## src/rtl/piece_bag_pkg.sv

```systemverilog
// Shared tetromino definitions used by the bag, spawn and render logic.
package piece_bag_pkg;

  localparam int PIECE_W    = 3;
  localparam int NUM_PIECES = 7;

  typedef enum logic [PIECE_W-1:0] {
    PIECE_I = 3'd0,
    PIECE_O = 3'd1,
    PIECE_T = 3'd2,
    PIECE_S = 3'd3,
    PIECE_Z = 3'd4,
    PIECE_J = 3'd5,
    PIECE_L = 3'd6
  } piece_e;

  localparam logic [PIECE_W-1:0] PIECE_NONE = 3'd7;

  // Lowest-index piece not yet issued from the bag; PIECE_NONE if the bag is exhausted.
  function automatic logic [PIECE_W-1:0] lowest_clear(input logic [NUM_PIECES-1:0] mask);
    lowest_clear = PIECE_NONE;
    for (int i = NUM_PIECES - 1; i >= 0; i--) begin
      if (!mask[i]) lowest_clear = PIECE_W'(i);
    end
  endfunction

endpackage

```

## src/rtl/piece_bag_fifo.sv

```systemverilog
// Small preview FIFO: registered storage, head and head+1 read combinationally.
module piece_fifo #(
  parameter int DEPTH = 4,
  parameter int WIDTH = 3
) (
  input  logic                     clk,
  input  logic                     rst_n,
  input  logic                     push,
  input  logic [WIDTH-1:0]         push_data,
  input  logic                     pop,
  output logic [WIDTH-1:0]         head,
  output logic [WIDTH-1:0]         second,
  output logic [$clog2(DEPTH):0]   count
);

  localparam int PW = $clog2(DEPTH);

  logic [WIDTH-1:0] mem [DEPTH];
  logic [PW-1:0]    rd_ptr;
  logic [PW-1:0]    wr_ptr;
  logic [PW-1:0]    rd_ptr_inc;
  logic             do_push;
  logic             do_pop;

  // Guard both ends so a stray pop on empty or push on full cannot corrupt state.
  assign do_pop     = pop && (count != '0);
  assign do_push    = push && (count < (PW+1)'(DEPTH));
  assign rd_ptr_inc = rd_ptr + PW'(1);
  assign head       = mem[rd_ptr];
  assign second     = mem[rd_ptr_inc];

  always_ff @(posedge clk or negedge rst_n) begin
    if (!rst_n) begin
      rd_ptr <= '0;
      wr_ptr <= '0;
      count  <= '0;
      for (int i = 0; i < DEPTH; i++) mem[i] <= '0;
    end else begin
      if (do_push) begin
        mem[wr_ptr] <= push_data;
        wr_ptr      <= wr_ptr + PW'(1);
      end
      if (do_pop) rd_ptr <= rd_ptr_inc;
      if (do_push && !do_pop)      count <= count + 1'b1;
      else if (!do_push && do_pop) count <= count - 1'b1;
    end
  end

endmodule

```

## src/rtl/piece_bag.sv

```systemverilog
// 7-bag piece generator: filters raw random samples into a fair bag sequence
// and queues the result in a preview FIFO for the spawn logic.
module piece_bag
  import piece_bag_pkg::*;
#(
  parameter int DEPTH      = 4,
  parameter int MAX_REJECT = 15
) (
  input  logic                  clk,
  input  logic                  rst_n,
  input  logic [PIECE_W-1:0]    random,
  input  logic                  piece_take,
  output logic                  piece_valid,
  output logic [PIECE_W-1:0]    piece_id,
  output logic                  preview_valid,
  output logic [PIECE_W-1:0]    preview_id,
  output logic [NUM_PIECES-1:0] bag_mask,
  output logic                  bag_wrap
);

  localparam int CW = $clog2(DEPTH) + 1;
  localparam int RW = $clog2(MAX_REJECT + 1);

  logic [CW-1:0]         count;
  logic [PIECE_W-1:0]    head;
  logic [PIECE_W-1:0]    second;
  logic [RW-1:0]         reject_cnt;
  logic [NUM_PIECES:0]   taken_ext;
  logic                  bag_done;
  logic                  fill_en;
  logic                  accept;
  logic                  fallback;
  logic                  push;
  logic [PIECE_W-1:0]    push_id;

  // The extra top bit makes PIECE_NONE look permanently taken, so 7 is always rejected.
  assign taken_ext = {1'b1, bag_mask};
  assign bag_done  = (bag_mask == {NUM_PIECES{1'b1}});
  assign fill_en   = (count < CW'(DEPTH)) && !bag_done;
  assign accept    = !taken_ext[random];
  assign fallback  = (reject_cnt == RW'(MAX_REJECT));
  assign push      = fill_en && (fallback || accept);
  assign push_id   = fallback ? lowest_clear(bag_mask) : random;

  always_ff @(posedge clk or negedge rst_n) begin
    if (!rst_n) begin
      bag_mask   <= '0;
      bag_wrap   <= 1'b0;
      reject_cnt <= '0;
    end else begin
      bag_wrap <= bag_done;
      if (bag_done)  bag_mask <= '0;
      else if (push) bag_mask <= bag_mask | (NUM_PIECES'(1) << push_id);
      if (fill_en)   reject_cnt <= push ? '0 : reject_cnt + 1'b1;
    end
  end

  piece_fifo #(
    .DEPTH (DEPTH),
    .WIDTH (PIECE_W)
  ) u_fifo (
    .clk       (clk),
    .rst_n     (rst_n),
    .push      (push),
    .push_data (push_id),
    .pop       (piece_take),
    .head      (head),
    .second    (second),
    .count     (count)
  );

  assign piece_valid   = (count != '0);
  assign preview_valid = (count >= CW'(2));
  assign piece_id      = piece_valid ? head : '0;
  assign preview_id    = preview_valid ? second : '0;

endmodule
```

## config.mk

```make
export PLATFORM = sky130hd
export DESIGN_NAME = piece_bag
export DESIGN_NICKNAME = d
export VERILOG_FILES = /design/src/rtl/piece_bag_pkg.sv /design/src/rtl/piece_bag_fifo.sv /design/src/rtl/piece_bag.sv
export SDC_FILE = /design/constraint.sdc
export NUM_CORES = 1
export LEC_CHECK = 0
export ABC_AREA = 0
export CORE_UTILIZATION = 35
export CTS_BUF_LIST = sky130_fd_sc_hd__clkbuf_2 sky130_fd_sc_hd__clkbuf_4 sky130_fd_sc_hd__clkbuf_8
export DETAILED_ROUTE_END_ITERATION = 10
export PLACE_DENSITY_LB_ADDON = 0.12
export REMOVE_ABC_BUFFERS = 1
export SLEW_MARGIN = 10
export SYNTH_ARGS = -nofsm -noshare
export SYNTH_HDL_FRONTEND = slang
export SYNTH_SLANG_ARGS = --single-unit
```

## constraint.sdc

```tcl
create_clock -name clk -period 6.5 [get_ports clk]
set_clock_uncertainty 0.05 [all_clocks]
set_input_delay 1.95 -clock clk [delete_from_list [all_inputs] [get_ports clk]]
set_output_delay 1.95 -clock clk [all_outputs]
set_load 0.01 [all_outputs]
```

* Word level (Yosys, flattened, before mapping)
Index checks and enable logic that the tools add are counted.
Word-level totals: register bits after elaboration 31, input port bits 6, output and inout bits 16, word-level logic and storage cells 70
Operators by class: $add $sub $neg 5, order comparisons 7, eq/ne operators 2, shift-type cells 1, multiplexer cells 26, bitwise operators 4, reduce and logical (&&, ||, !) cells 15
Operators with widths (number):
- $mux 3 | 15
- $mux 7 | 2
- $bmux 3 s2 | 2
- $bwmux 12 | 1
- $ge 3x3->1 const B | 3
- $not 2->3 | 3
- $eq 7x7->1 const B | 1
- $logic_and 1x1->1 | 7
- $or 7x7->7 | 1
- $shl 1x3->7 const A | 1
- $demux 3 s2 | 1
- $add 2x1->2 const B | 2
- $add 4x1->4 const B | 1
- $eq 4x4->1 const B | 1
- $logic_not 1->1 | 4
- $lt 3x4->1 const B | 1
- $mux 4 | 1
- $reduce_bool 2->1 | 2
- $add 3x1->3 const B | 1
- $bmux 1 s3 | 1
- $ge 3x2->1 const B | 1
- $lt 3x1->1 const B | 1
- $lt 3x3->1 const B | 1
- $reduce_bool 3->1 | 1
- other kinds (4) | 5

* Logic depth before layout (Yosys ltp)
depth after elaboration 12, mapped depth 10, gate-level depth less buffers 10

* Hierarchy
From an unflattened synthesis, not the netlist that was laid out.
Unflattened totals: cells, all modules 163, area total of the unflattened synthesis 1895.6 um^2
Modules (own cells, without submodules):
- piece_fifo | instances 1, cells an instance 66, area each 1051.0 um^2, seq. area each 475.5 um^2
- piece_bag | instances 1, cells an instance 97, area each 844.6 um^2, seq. area each 300.3 um^2

* Worst setup path after synthesis
No wires, ideal clock.
path type input -> register, start in random[0], end reg u_fifo.count[2], setup time 80 ps, data arrival time 3764 ps, data required time 6370 ps, setup slack 2606 ps, stages on the path 10, path buffers 1, cell sequence mux2_2 > a2bb2oi_1 > buf_2 > a21oi_2 > ha_1 > inv_1 > fa_1 > xor2_1 > nor2_1 > xnor2_1
On the way: cells in the longest elaborated chain, start to end 9, elaborated cells between the ends (all ways) 11, those cells by class mux (3); reduce/logical (8)
Ends and longest elaborated chain:
- start: declaration | RTL line piece_bag.sv:11 | input logic [PIECE_W-1:0] random,
- $bmux 1 s3 * | RTL line piece_bag.sv:40 | assign accept = !taken_ext[random];
- $mux 1 (implied by the code) * | RTL line piece_bag.sv:40
- $logic_not 1->1 * | RTL line piece_bag.sv:40
- $logic_or 1x1->1 * | RTL line piece_bag.sv:42 | assign push = fill_en && (fallback || accept);
- $logic_and 1x1->1 * | RTL line piece_bag.sv:42
- $logic_and 1x1->1 * | RTL line piece_bag_fifo.sv:27 | assign do_push = push && (count < (PW+1)'(DEPTH));
- via u_fifo.do_push | RTL line piece_bag_fifo.sv:22 | logic do_push;
- $logic_not 1->1 | RTL line piece_bag_fifo.sv:45 | else if (!do_push && do_pop) count <= count - 1'b1;
- $logic_and 1x1->1 | RTL line piece_bag_fifo.sv:45
- $reduce_bool 2->1 (no source line)
- end signal: assignment | RTL line piece_bag_fifo.sv:44 | if (do_push && !do_pop) count <= count + 1'b1;
- end signal: assignment | RTL line piece_bag_fifo.sv:45
- end: declaration | RTL line piece_bag_fifo.sv:13 | output logic [$clog2(DEPTH):0] count
The timed path passes the listed nets; every way through them passes the cells marked *. The select of a mux whose other input is x is not followed. A chain may end at the register's enable or synchronous reset.

* Worst setup path in the final report
start in random[0], end reg u_fifo.count[1]
Same word-level chain as after synthesis.

==> results.yml <==
floorplan:
  die_x_um: 74.2
  die_area_sq_um: 5500
  num_io_pins: 22
  die_h_um: 74.2
  initial_utilization_pct: 37.4
  coreArea_sq_um: 4880
  num_rows: 25
finish:
  fillerInstances: 462
  final_cell_area_sq_um: 2210
  most-common-layout-cells: "sky130_fd_sc_hd__dfrtp_1 (31), sky130_fd_sc_hd__clkdlybuf4s50_1 (21), sky130_fd_sc_hd__mux2_2 (15)"
  area_growth_pct: 21.3
  antenna_diode_count: 0
  drive_above_1_share_pct: 19.6
  final_std_cells_w_o_fill: 256
  register_area_sq_um: 776
  multiInputGateArea_sq_um: 971
  layout_commonest_cell: "sky130_fd_sc_hd__dfrtp_1"
  finish.utilization_pct: 45.3
  design.final.nets: 201
placed_design:
  hpwl_dp_um: 2960
  detailed_place.area_sq_um: 2110
  numPlacedInstances: 248
  place_ws_ns: 1.54
  port_buffers: 21
  routabilityCongestion: 0.865
critical_path:
  critical_path_class: "in2reg"
  critPathArrivalTime_ns: 4.76
  worst_setup_path_end_kind: "flip-flop"
  r2r_setup_slack_ns: 3.63
  crit_path_start_kind: "primary input"
  critPathRequiredTime_ns: 6.62
  path_max_fanout: 12
drt:
  post_drt_wl_per_cell_um: 15.2
  routed_wirelength_um: 3890
  num_vias: 1347
  route.antenna.remaining_nets: 0
  dr.pass1.iters: 4
  wl_met2_um: 1800
  vias_per_cell: 5.26
  remaining_design_rule_violation_count: 0
  wl_met1_um: 1900
  top_layer_used: "met4"
  initial_detailed_routing_violation_count: 51
  met3_wirelength_um: 131
power:
  power.share.switching_pct: 36.5
  power_density_nw_per_um2: 513
  power_leakage_nw: 0.899
  internal_power_uw: 721
  p_sw_uw: 414
  vdd_ir_drop_max_mv: 0.187
  comb_power_share_pct: 49.6
  clkPwrFrac_pct: 15.1
  power.share.sequential_pct: 35.3
clock_network:
  clock-root-buffer: "sky130_fd_sc_hd__clkbuf_8"
  cts_resized: 0
  post_cts.repair.setup_buffers: 0
  cts.sinks: 31
  numCtsBuffers: 5
  clockBufferDepth: 2
  worstSkewPairLatency_ns: 0.28
  tritoncts: "yes"
  clkSlewWorstSetupHoldPaths_ns: 0.06
  cts_hold_buf: 0
  cts-htree-levels: 2
global_routing:
  globalRouteOverflowTotal: 0
  grt_pass1_wl_um: 6600
  grt_start_max_net_pins: 32
  overall_global_routing_usage_pct: 16.4
  via_count_of_the_first_global_routing_pass: 1331
  antenna_found_initial: 0
sta:
  achievable-frequency_mhz: 215
  fin_tns_setup_ns: 0
  hold_viol: 0
  timing_worst_slew_pin_value_ns: 1.03
  unrepaired_setup_endpoints_after_global_routing: "false"
  setup_viol: 0
  finalMaxSlewViolations: 0
  final_min_period_over_clock_period_pct: 71.4
  max-slew-margin-rel_pct: 31.1
  postLayoutSetupSlackWorst_ns: 1.86
  final_period_minus_worst_setup_slack_ns: 4.64
yosys:
  synth-seq-area-share_pct: 42.5
  avgSynthCellArea_sq_um: 11.1
  netlist_area_sq_um: 1820
  synth.ff_latch_count: 31
  async_flop_share_pct: 100
  synth_cell_type_count: 40
  syn_inst: 164
  synthFlopType: "sky130_fd_sc_hd__dfrtp_1"
  synth-edff-count: 0
  ys.warnings.count: 0
worst_hold_path:
  hold_path_class: "reg2reg"
flow_run:
  timing.max_cap.violations: 0
outcome:
  outcome: "finished clean"
==> metrics by stage <==
stage	power (mW)	hold WS [ns]
final	1.14	0.483
after floorplan	0.739	0.426
after detailed placement	0.974	0.469
after global placement	0.953	0.454
after global routing	1.23	0.510
after CTS	1.15	0.483
==> worst max-delay path: stages <==
cell                              delay (ns)
sky130_fd_sc_hd__clkdlybuf4s50_1        0.51
sky130_fd_sc_hd__mux2_2                 0.27
sky130_fd_sc_hd__a2bb2oi_1              0.81
sky130_fd_sc_hd__a21oi_2                0.21
sky130_fd_sc_hd__ha_1                   0.28
sky130_fd_sc_hd__inv_1                  0.07
sky130_fd_sc_hd__fa_1                   0.39
sky130_fd_sc_hd__mux2_2                 0.27
==> sequential cells by signal, indices dropped and copies added, names as in the netlist <==
| signal | count |
|---|---|
| u_fifo.wr_ptr | 2 |
| u_fifo.count | 3 |
| bag_wrap | 1 |
| u_fifo.rd_ptr | 2 |
| u_fifo.mem | 12 |
| bag_mask | 7 |
| reject_cnt | 4 |
==> final cells by class <==
type                    instances  share of cell area [%]
clock buffers                   8                    4.69
inverters                      14                    2.38
multi-input cells             113                    43.9
flip-flops and latches         31                    35.1
repair buffers                 23                    10.2
well taps                      67                    3.79
==> power by group through the flow <==
stage	Clock (mW)	Sequential [mW]	Combinational, mW
final	0.172	0.400	0.563
after floorplan	0	0.380	0.360
after global placement	0	0.396	0.557
after CTS	0.177	0.400	0.570
after global routing	0.186	0.420	0.622
after detailed placement	0	0.403	0.570
==> worst paths after layout <==
kind / start / endpoint / cells after the start
setup / recovery: random[0] / u_fifo.count[1] / 8
setup reg to reg: bag_mask[4] / u_fifo.count[1] / 7
hold / removal: reject_cnt[0] / reject_cnt[0] / 1
min in group asynchronous: rst_n / u_fifo.rd_ptr[1] / 2
hold reg to reg: reject_cnt[0] / reject_cnt[0] / 1
max in group asynchronous: rst_n / bag_mask[1] / 2
==> cell usage after synthesis, drive strengths merged (5+ instances only) <==
library cell,count,area (sq um)
ha,6,75.1
nand3,6,30.0
nor2b,5,31.3
dfrtp,31,776
a32o,5,50.1
inv,14,52.6
mux4,6,135
a211oi,6,67.6
o21ai,6,30.0
xnor2,5,43.8
nand2,14,52.6
mux2,15,169
==> logic make-up after synthesis <==
family / count (synthesis) / synth area share (%)
buf+inv: 20 / 4.25
mux: 23 / 17.8
flops: 31 / 42.5
compound gates: 35 / 15.4
fa+ha+maj: 7 / 5.21
simple gates: 42 / 12.0
xor+xnor: 6 / 2.88
==> metal layers <==
| metal | GRT usage, % | vias to the layer above |
|---|---|---|
| li1 | - | 639 |
| met1 | 20.7 | 675 |
| met2 | 26.9 | 27 |
| met3 | 5.28 | 6 |
| met4 | 5.13 | 0 |
| met5 | 0 | - |
(Power assumes the default switching activity.)
